File: config.mk
export PLATFORM = sky130hd
export DESIGN_NAME = mem_arbiter
export DESIGN_NICKNAME = d
export VERILOG_FILES = /design/src/rtl/mem_arb_pkg.sv /design/src/rtl/mem_arb_wdog.sv /design/src/rtl/mem_arbiter.sv
export SDC_FILE = /design/constraint.sdc
export NUM_CORES = 1
export LEC_CHECK = 0
export ABC_AREA = 1
export CORE_MARGIN = 5
export CORE_UTILIZATION = 46
export CTS_BUF_LIST = sky130_fd_sc_hd__clkbuf_4 sky130_fd_sc_hd__clkbuf_8 sky130_fd_sc_hd__clkbuf_16
export CTS_CLUSTER_DIAMETER = 30
export CTS_CLUSTER_SIZE = 30
export DETAILED_ROUTE_END_ITERATION = 12
export MAX_ROUTING_LAYER = met4
export PLACE_DENSITY = 0.86
export SETUP_SLACK_MARGIN = 0.5
export SLEW_MARGIN = 20
export SYNTH_ARGS = -nofsm -noshare
export SYNTH_HDL_FRONTEND = slang
export SYNTH_HIERARCHICAL = 1
export SYNTH_SLANG_ARGS = --single-unit
File: constraint.sdc
create_clock -name clk -period 6.24 [get_ports clk]
set_input_delay 1.248 -clock clk [delete_from_list [all_inputs] [get_ports clk]]
set_output_delay 1.248 -clock clk [all_outputs]
set_load 0.05 [all_outputs]
File: src/rtl/mem_arb_pkg.sv
`default_nettype none
// ============================================================================
// mem_arb_pkg : shared types and helpers for the unified-memory arbiter
// Rev 1.0
// ============================================================================
package mem_arb_pkg;

    typedef enum logic [1:0] {
        IDLE    = 2'd0,
        BUSY_IF = 2'd1,
        BUSY_DM = 2'd2
    } state_t;

    localparam logic OWN_IF = 1'b0;
    localparam logic OWN_DM = 1'b1;

    function automatic int strb_width(input int data_w);
        return data_w / 8;
    endfunction

endpackage
`default_nettype wire

File: src/rtl/mem_arb_wdog.sv
`default_nettype none
// ============================================================================
// mem_arb_wdog : busy-cycle counter that flags a hung memory access
// Rev 1.0
// ============================================================================
module mem_arb_wdog
    import mem_arb_pkg::*;
#(
    parameter int TIMEOUT = 64
) (
    input  logic clk,
    input  logic rstn,
    input  logic clr,
    input  logic en,
    output logic expire
);

    generate
        if (TIMEOUT > 0) begin : g_wdog_on
            localparam int CNT_W = $clog2(TIMEOUT + 1);
            localparam logic [CNT_W-1:0] LAST = CNT_W'(TIMEOUT - 1);

            logic [CNT_W-1:0] r_cnt;

            always_ff @(posedge clk or negedge rstn) begin
                if (!rstn) begin
                    r_cnt <= '0;
                end else if (clr) begin
                    r_cnt <= '0;
                end else if (en) begin
                    r_cnt <= r_cnt + CNT_W'(1);
                end
            end

            // Only a cycle that is still waiting (no ack) may expire.
            assign expire = en && (r_cnt == LAST);
        end else begin : g_wdog_off
            assign expire = 1'b0;
        end
    endgenerate

endmodule
`default_nettype wire

File: src/rtl/mem_arbiter.sv
`default_nettype none
// ============================================================================
// mem_arbiter : round-robin IF/DM arbiter onto one req/ack memory port
// Rev 1.0
// ============================================================================
module mem_arbiter
    import mem_arb_pkg::*;
#(
    parameter  int ADDR_W  = 32,
    parameter  int DATA_W  = 32,
    parameter  int TIMEOUT = 64,
    localparam int STRB_W  = strb_width(DATA_W)
) (
    input  logic              clk,
    input  logic              rstn,
    input  logic              if_req,
    input  logic [ADDR_W-1:0] if_addr,
    output logic              if_gnt,
    output logic              if_rvalid,
    output logic [DATA_W-1:0] if_rdata,
    output logic              if_err,
    input  logic              dm_req,
    input  logic              dm_we,
    input  logic [STRB_W-1:0] dm_wstrb,
    input  logic [ADDR_W-1:0] dm_addr,
    input  logic [DATA_W-1:0] dm_wdata,
    output logic              dm_gnt,
    output logic              dm_rvalid,
    output logic [DATA_W-1:0] dm_rdata,
    output logic              dm_err,
    output logic              mem_req,
    output logic              mem_we,
    output logic [STRB_W-1:0] mem_wstrb,
    output logic [ADDR_W-1:0] mem_addr,
    output logic [DATA_W-1:0] mem_wdata,
    input  logic              mem_ack,
    input  logic [DATA_W-1:0] mem_rdata
);

    state_t r_state;
    state_t w_next_state;
    logic   r_last_owner;
    logic   w_grant_if;
    logic   w_grant_dm;
    logic   w_busy;
    logic   w_expire;
    logic   w_done;

    assign w_busy = (r_state != IDLE);
    assign w_done = w_busy && (mem_ack || w_expire);

    always_ff @(posedge clk or negedge rstn) begin
        if (!rstn) begin
            r_state <= IDLE;
        end else begin
            r_state <= w_next_state;
        end
    end

    always_comb begin
        w_grant_if   = 1'b0;
        w_grant_dm   = 1'b0;
        w_next_state = r_state;
        case (r_state)
            IDLE: begin
                // On a tie the port that did not own the last grant wins.
                if (dm_req && (!if_req || (r_last_owner == OWN_IF))) begin
                    w_grant_dm   = 1'b1;
                    w_next_state = BUSY_DM;
                end else if (if_req) begin
                    w_grant_if   = 1'b1;
                    w_next_state = BUSY_IF;
                end
            end
            BUSY_IF, BUSY_DM: begin
                if (mem_ack || w_expire) begin
                    w_next_state = IDLE;
                end
            end
            default: w_next_state = IDLE;
        endcase
    end

    // Grants are combinational, so hold them off while reset is asserted.
    assign if_gnt = w_grant_if & rstn;
    assign dm_gnt = w_grant_dm & rstn;

    always_ff @(posedge clk or negedge rstn) begin
        if (!rstn) begin
            r_last_owner <= OWN_IF;
            mem_req      <= 1'b0;
            mem_we       <= 1'b0;
            mem_wstrb    <= '0;
            mem_addr     <= '0;
            mem_wdata    <= '0;
            if_rvalid    <= 1'b0;
            if_rdata     <= '0;
            if_err       <= 1'b0;
            dm_rvalid    <= 1'b0;
            dm_rdata     <= '0;
            dm_err       <= 1'b0;
        end else begin
            if_rvalid <= 1'b0;
            dm_rvalid <= 1'b0;
            if (w_grant_dm) begin
                mem_req      <= 1'b1;
                mem_we       <= dm_we;
                mem_wstrb    <= dm_we ? dm_wstrb : '0;
                mem_addr     <= dm_addr;
                mem_wdata    <= dm_wdata;
                r_last_owner <= OWN_DM;
            end else if (w_grant_if) begin
                mem_req      <= 1'b1;
                mem_we       <= 1'b0;
                mem_wstrb    <= '0;
                mem_addr     <= if_addr;
                r_last_owner <= OWN_IF;
            end
            // An ack in the expiry cycle completes normally.
            if (w_done) begin
                mem_req <= 1'b0;
                if (r_state == BUSY_IF) begin
                    if_rvalid <= 1'b1;
                    if_rdata  <= mem_ack ? mem_rdata : '0;
                    if_err    <= !mem_ack;
                end else begin
                    dm_rvalid <= 1'b1;
                    dm_rdata  <= mem_ack ? mem_rdata : '0;
                    dm_err    <= !mem_ack;
                end
            end
        end
    end

    mem_arb_wdog #(
        .TIMEOUT (TIMEOUT)
    ) u_wdog (
        .clk    (clk),
        .rstn   (rstn),
        .clr    (w_grant_if | w_grant_dm),
        .en     (w_busy && !mem_ack),
        .expire (w_expire)
    );

endmodule
`default_nettype wire

# Word-level counts from Yosys, hierarchy flattened
# Index checks and enable logic that the tools add are counted.
# classes
n_addsub	1
n_eq_ne	5
muxes	27
bitwise_logic	5
reduce_logical	17
# ops
op	n
32-bit 2-to-1 mux	3
1-bit 2-to-1 mux	15
7-bit 2-to-1 mux	2
4-bit 2-to-1 mux	3
7-bit by 1-bit adder with 7-bit output (second input constant)	1
7-bit by 6-bit equality test with 1-bit output (second input constant)	1
2-bit 2-to-1 mux	3
2-bit AND reduction	3
2-bit nonzero test	3
1-bit logical AND	4
2-bit one-hot mux with 2 select lines	1
3-bit != test (second input constant)	1
3-bit nonzero test	1
1-bit bitwise AND	2
2-bit by 1-bit equality test with 1-bit output (second input constant)	1
2-bit equality test (second input constant)	1
1-bit logical NOT	2
2-bit logical NOT	1
1-bit logical OR	2
2-bit != test (second input constant)	1
1-bit inverter	2
2-bit OR reduction	1
1-bit OR	1
# word_totals
regBits	148
input_bits	138
out_inout_bits	140
wordCells	69

# Depth between registers and ports, before layout
# logic_depth
word_depth	8
ltp_mapped	14
depth_no_buf	10

# Cells and area by module
# Netlist, hierarchy kept.
# by_module_without_submodules
module	n_inst	cells_each	area_each_um2	seq_area_each_um2
mem_arbiter	1	697	6018.3	3528.4
mem_arb_wdog	1	48	386.6	175.2

# Worst setup path after synthesis
# No wires, ideal clock.
# synth_path
kind	input to output
from	input port dm_req
to	output port dm_gnt
arrival_time_ns	2.481
required_time_ns	4.992
slack_ns	2.511
stages	5
n_path_buf	3
cell_sequence	buf_2 > nand3_4 > buf_6 > buf_2 > nor2_1
# synth_via
elab_chain_len	4
# synth_rtl
element	line_no	rtl
start: declaration	mem_arbiter.sv:22	input logic dm_req,
1-bit logical AND	mem_arbiter.sv:67	if (dm_req && (!if_req || (r_last_owner == OWN_IF))) begin
1-bit 2-to-1 mux	mem_arbiter.sv:67	
1-bit 2-to-1 mux	mem_arbiter.sv:64	case (r_state)
1-bit bitwise AND	mem_arbiter.sv:86	assign dm_gnt = w_grant_dm & rstn;
end: declaration	mem_arbiter.sv:27	output logic dm_gnt,
# No other way between the ends.

# Final worst setup path
# layout_path
from	input port if_req
to	output port if_gnt
# layout_via
elab_chain_len	6
elab_cells_between_ends	7
classes_between	3 x mux; 1 x bitwise; 3 x reduce/logical
# layout_rtl
element	line_no	rtl
start: declaration	mem_arbiter.sv:16	input logic if_req,
1-bit logical NOT	mem_arbiter.sv:67	
1-bit logical OR	mem_arbiter.sv:67	
1-bit logical AND	mem_arbiter.sv:67	
1-bit 2-to-1 mux *	mem_arbiter.sv:67	
1-bit 2-to-1 mux *	mem_arbiter.sv:64	
1-bit bitwise AND *	mem_arbiter.sv:85	assign if_gnt = w_grant_if & rstn;
end: declaration	mem_arbiter.sv:18	output logic if_gnt,
# Every way passes the cells marked *; elsewhere a longest branch is shown, timed or not.

==> qor.yml <==
timing:
  min_period_ns: 4.72
  final_max_slew_viol_count: 0
  worst_slew_pin_slew_ns: 0.767
  max-slew-margin-rel_pct: 48.9
  finalSetupViolations: 0
  tns_ns: 0
  fin_crit_sh_pct: 75.6
  fin_worst_skew_ns: 0.00903
  hold_violations: 0
  rsz0062_at_grt: "false"
  max_freq_mhz: 212
routing:
  wl_met1_um: 8040
  postRouteAntennaNets: 0
  vias: 6152
  drc_errors: 0
  avgRoutedWirePerCell_um: 17.1
  drtPass1Iterations: 6
  highest_layer: "met4"
  met3WireLength_um: 2020
  post_drt_via_cell_ratio: 5.17
  drtIter0Drc: 488
  met2_length_um: 9640
  wl_um: 20300
cts:
  hold_buffers: 0
  root_buffer: "clkbuf_16"
  cts_resized: 0
  cts_buffers: 17
  cts.sinks: 148
  clockBufferDepth: 2
  cts_max_level: 4
  tritoncts: "done"
  post-cts-setup-buffers: 0
  clk_latency_ns: 0.42
  clkTransAtPathRegs_ns: 0.06
pwr:
  ir_drop_mv: 0.441
  p_leak_nw: 4.66
  p_per_area_mw_per_mm2: 643
flow_run:
  cap_violations: 0
synthesis:
  ys_types: 26
  synth_top_area_cell: "dfrtp_1"
  seq_area_frac_synth_pct: 57.8
  ys_ff_latch: 148
  ys_top_cells_by_area: "dfrtp_1, nand2_1, nand3_1"
  avgSynthCellArea_um2: 8.60
  synth_top_area_share_pct: 57.8
  netlist_area_mm2: 0.00640
  yosys_warnings: 6
  synth_cells: 745
  synth_fp_nets: 886
finish:
  finalInstanceArea_mm2: 0.00979
  final_nets: 1138
  nFillCells: 1009
  mostFrequentLayoutCell: "nand2_1"
  stdcell_count: 1189
  area_growth_pct: 52.8
  final_cell_mix: "nand2_1, clkdlybuf4s50_1, dfrtp_1"
  diodes: 0
  fin_util_pct: 71.1
  drive_above_1_share_pct: 5.95
die:
  die_area_mm2: 0.0164
  ios: 278
  initial_utilization_pct: 46.5
  rows: 43
  coreArea_mm2: 0.0138
  dieHeight_um: 128
  die_w_um: 128
worst_hold_path:
  hold_class: "flop to flop"
global_route:
  grt_usage_pct: 25.9
  grt_start_max_net_pins: 68
  antenna_found_initial: 0
  grt_overflow_total: 0
  grt_pass1_vias: 6175
  grt_pass1_wl_um: 32200
critical_path:
  cp_max_fo: 34
  required_ns: 4.99
  slowest_stage: "clkdlybuf4s50_1"
  crit_family: "buffers and inverters"
  endpoint_kind: "output pin"
  path_class: "input pin to output pin"
  start_kind: "input pin"
  cp.arrival_ns: 3.47
  slowest_delay_ns: 0.81
  worstPathCellList: "clkdlybuf4s50_1 -> nand2_2 -> nand2_2 -> nand3_2 -> nor2_1 -> clkdlybuf4s50_1"
  critPathBufInv: 2
placement:
  gp_congestion: 0.857
  numPortBuffers: 277
  dpl-instance-area_mm2: 0.00915
  placed_cells: 1158
  hpwl_um: 13900
run_status:
  status: "completed"
## per-stage QoR
stage                     total power, mW  hold WS [ns]  setup slack, ns
after floorplan                      3.99         0.442             2.51
after global placement               5.12         0.458             1.59
after detailed placement             5.19         0.469             1.52
after CTS                            6.32         0.485             1.50
after global routing                 6.61         0.498             1.31
final                                6.29         0.482             1.52
## sequential cells by signal, indices dropped and copies added (netlist names), 2 cells and up
| register | cells |
|---|---|
| dm_rdata | 32 |
| if_rdata | 32 |
| mem_addr | 32 |
| mem_wdata | 32 |
| mem_wstrb | 4 |
| r_state | 2 |
| u_wdog/g_wdog_on.r_cnt | 7 |
## metal layers
metal,track usage (%),vias up
met2,40.5,315
met3,7.54,42
met5,-,-
met4,9.61,0
li1,-,2901
met1,32.2,2894
## kinds of logic (layout without fill, tap and decap cells)
group / Yosys count / after routing / synth area share (%)
buffers and inverters: 69 / 333 / 5.88
adders and majority gates: 3 / 3 / 0.586
and+or+nand+nor: 452 / 452 / 29.7
DFF: 148 / 148 / 57.8
AOI/OAI and AO/OA: 73 / 73 / 5.98
## worst reg2reg max path, delay by kind of cell, from the launching register on
| kind | cells | cell delay, ns |
|---|---|---|
| simple gates | 7 | 1.87 |
| buf+inv | 2 | 0.49 |
| flops | 1 | 0.38 |
| fa+ha+maj | 1 | 0.22 |
## power by group
group	leakage (nW)	switching, mW	internal, mW
combinational	2.46	2.46	1.07
sequential	1.90	0.265	1.40
clock	0.301	0.399	0.689
total	4.66	3.13	3.16
## cell usage after synthesis
cell / instances
nand3_1: 47
buf_4: 8
inv_2: 5
a21oi_1: 2
a21oi_2: 1
nor2_2: 3
inv_1: 13
nand3_4: 1
o21ai_0: 42
ha_1: 3
o21ai_1: 26
buf_6: 9
nand3b_1: 1
nor2_4: 1
clkbuf_1: 18
buf_2: 16
a21oi_4: 1
nor4_2: 1
dfrtp_1: 148
nand2_2: 6
a21o_1: 1
nand2_1: 349
nor3_1: 1
nor2_1: 7
nand3_2: 1
nand4_1: 34
## area by class of cell
class	count	area (um2)	area share, %
Clock buffer	19	453	4.63
Clock inverter	12	179	1.83
Inverter	18	67.6	0.690
Multi-Input combinational cell	528	2330	23.9
Sequential cell	148	3700	37.8
Tap cell	180	225	2.30
Timing Repair Buffer	284	2820	28.9
## worst paths after layout
check                           depth (start not counted)  slack (ns)                   endpoint         start
worst min-delay path                                    2        0.48               mem_wdata[0]  mem_wdata[0]
worst min register to register                          2        0.48               mem_wdata[0]  mem_wdata[0]
worst max-delay path                                    6        1.52                     if_gnt        if_req
min in group asynchronous                               1        0.70               mem_addr[16]          rstn
max in group asynchronous                               2        4.46               dm_rdata[15]          rstn
worst max register to register                         10        3.16  u_wdog/g_wdog_on.r_cnt[6]    r_state[1]
No activity file was read; power rests on OpenSTA's default activity.
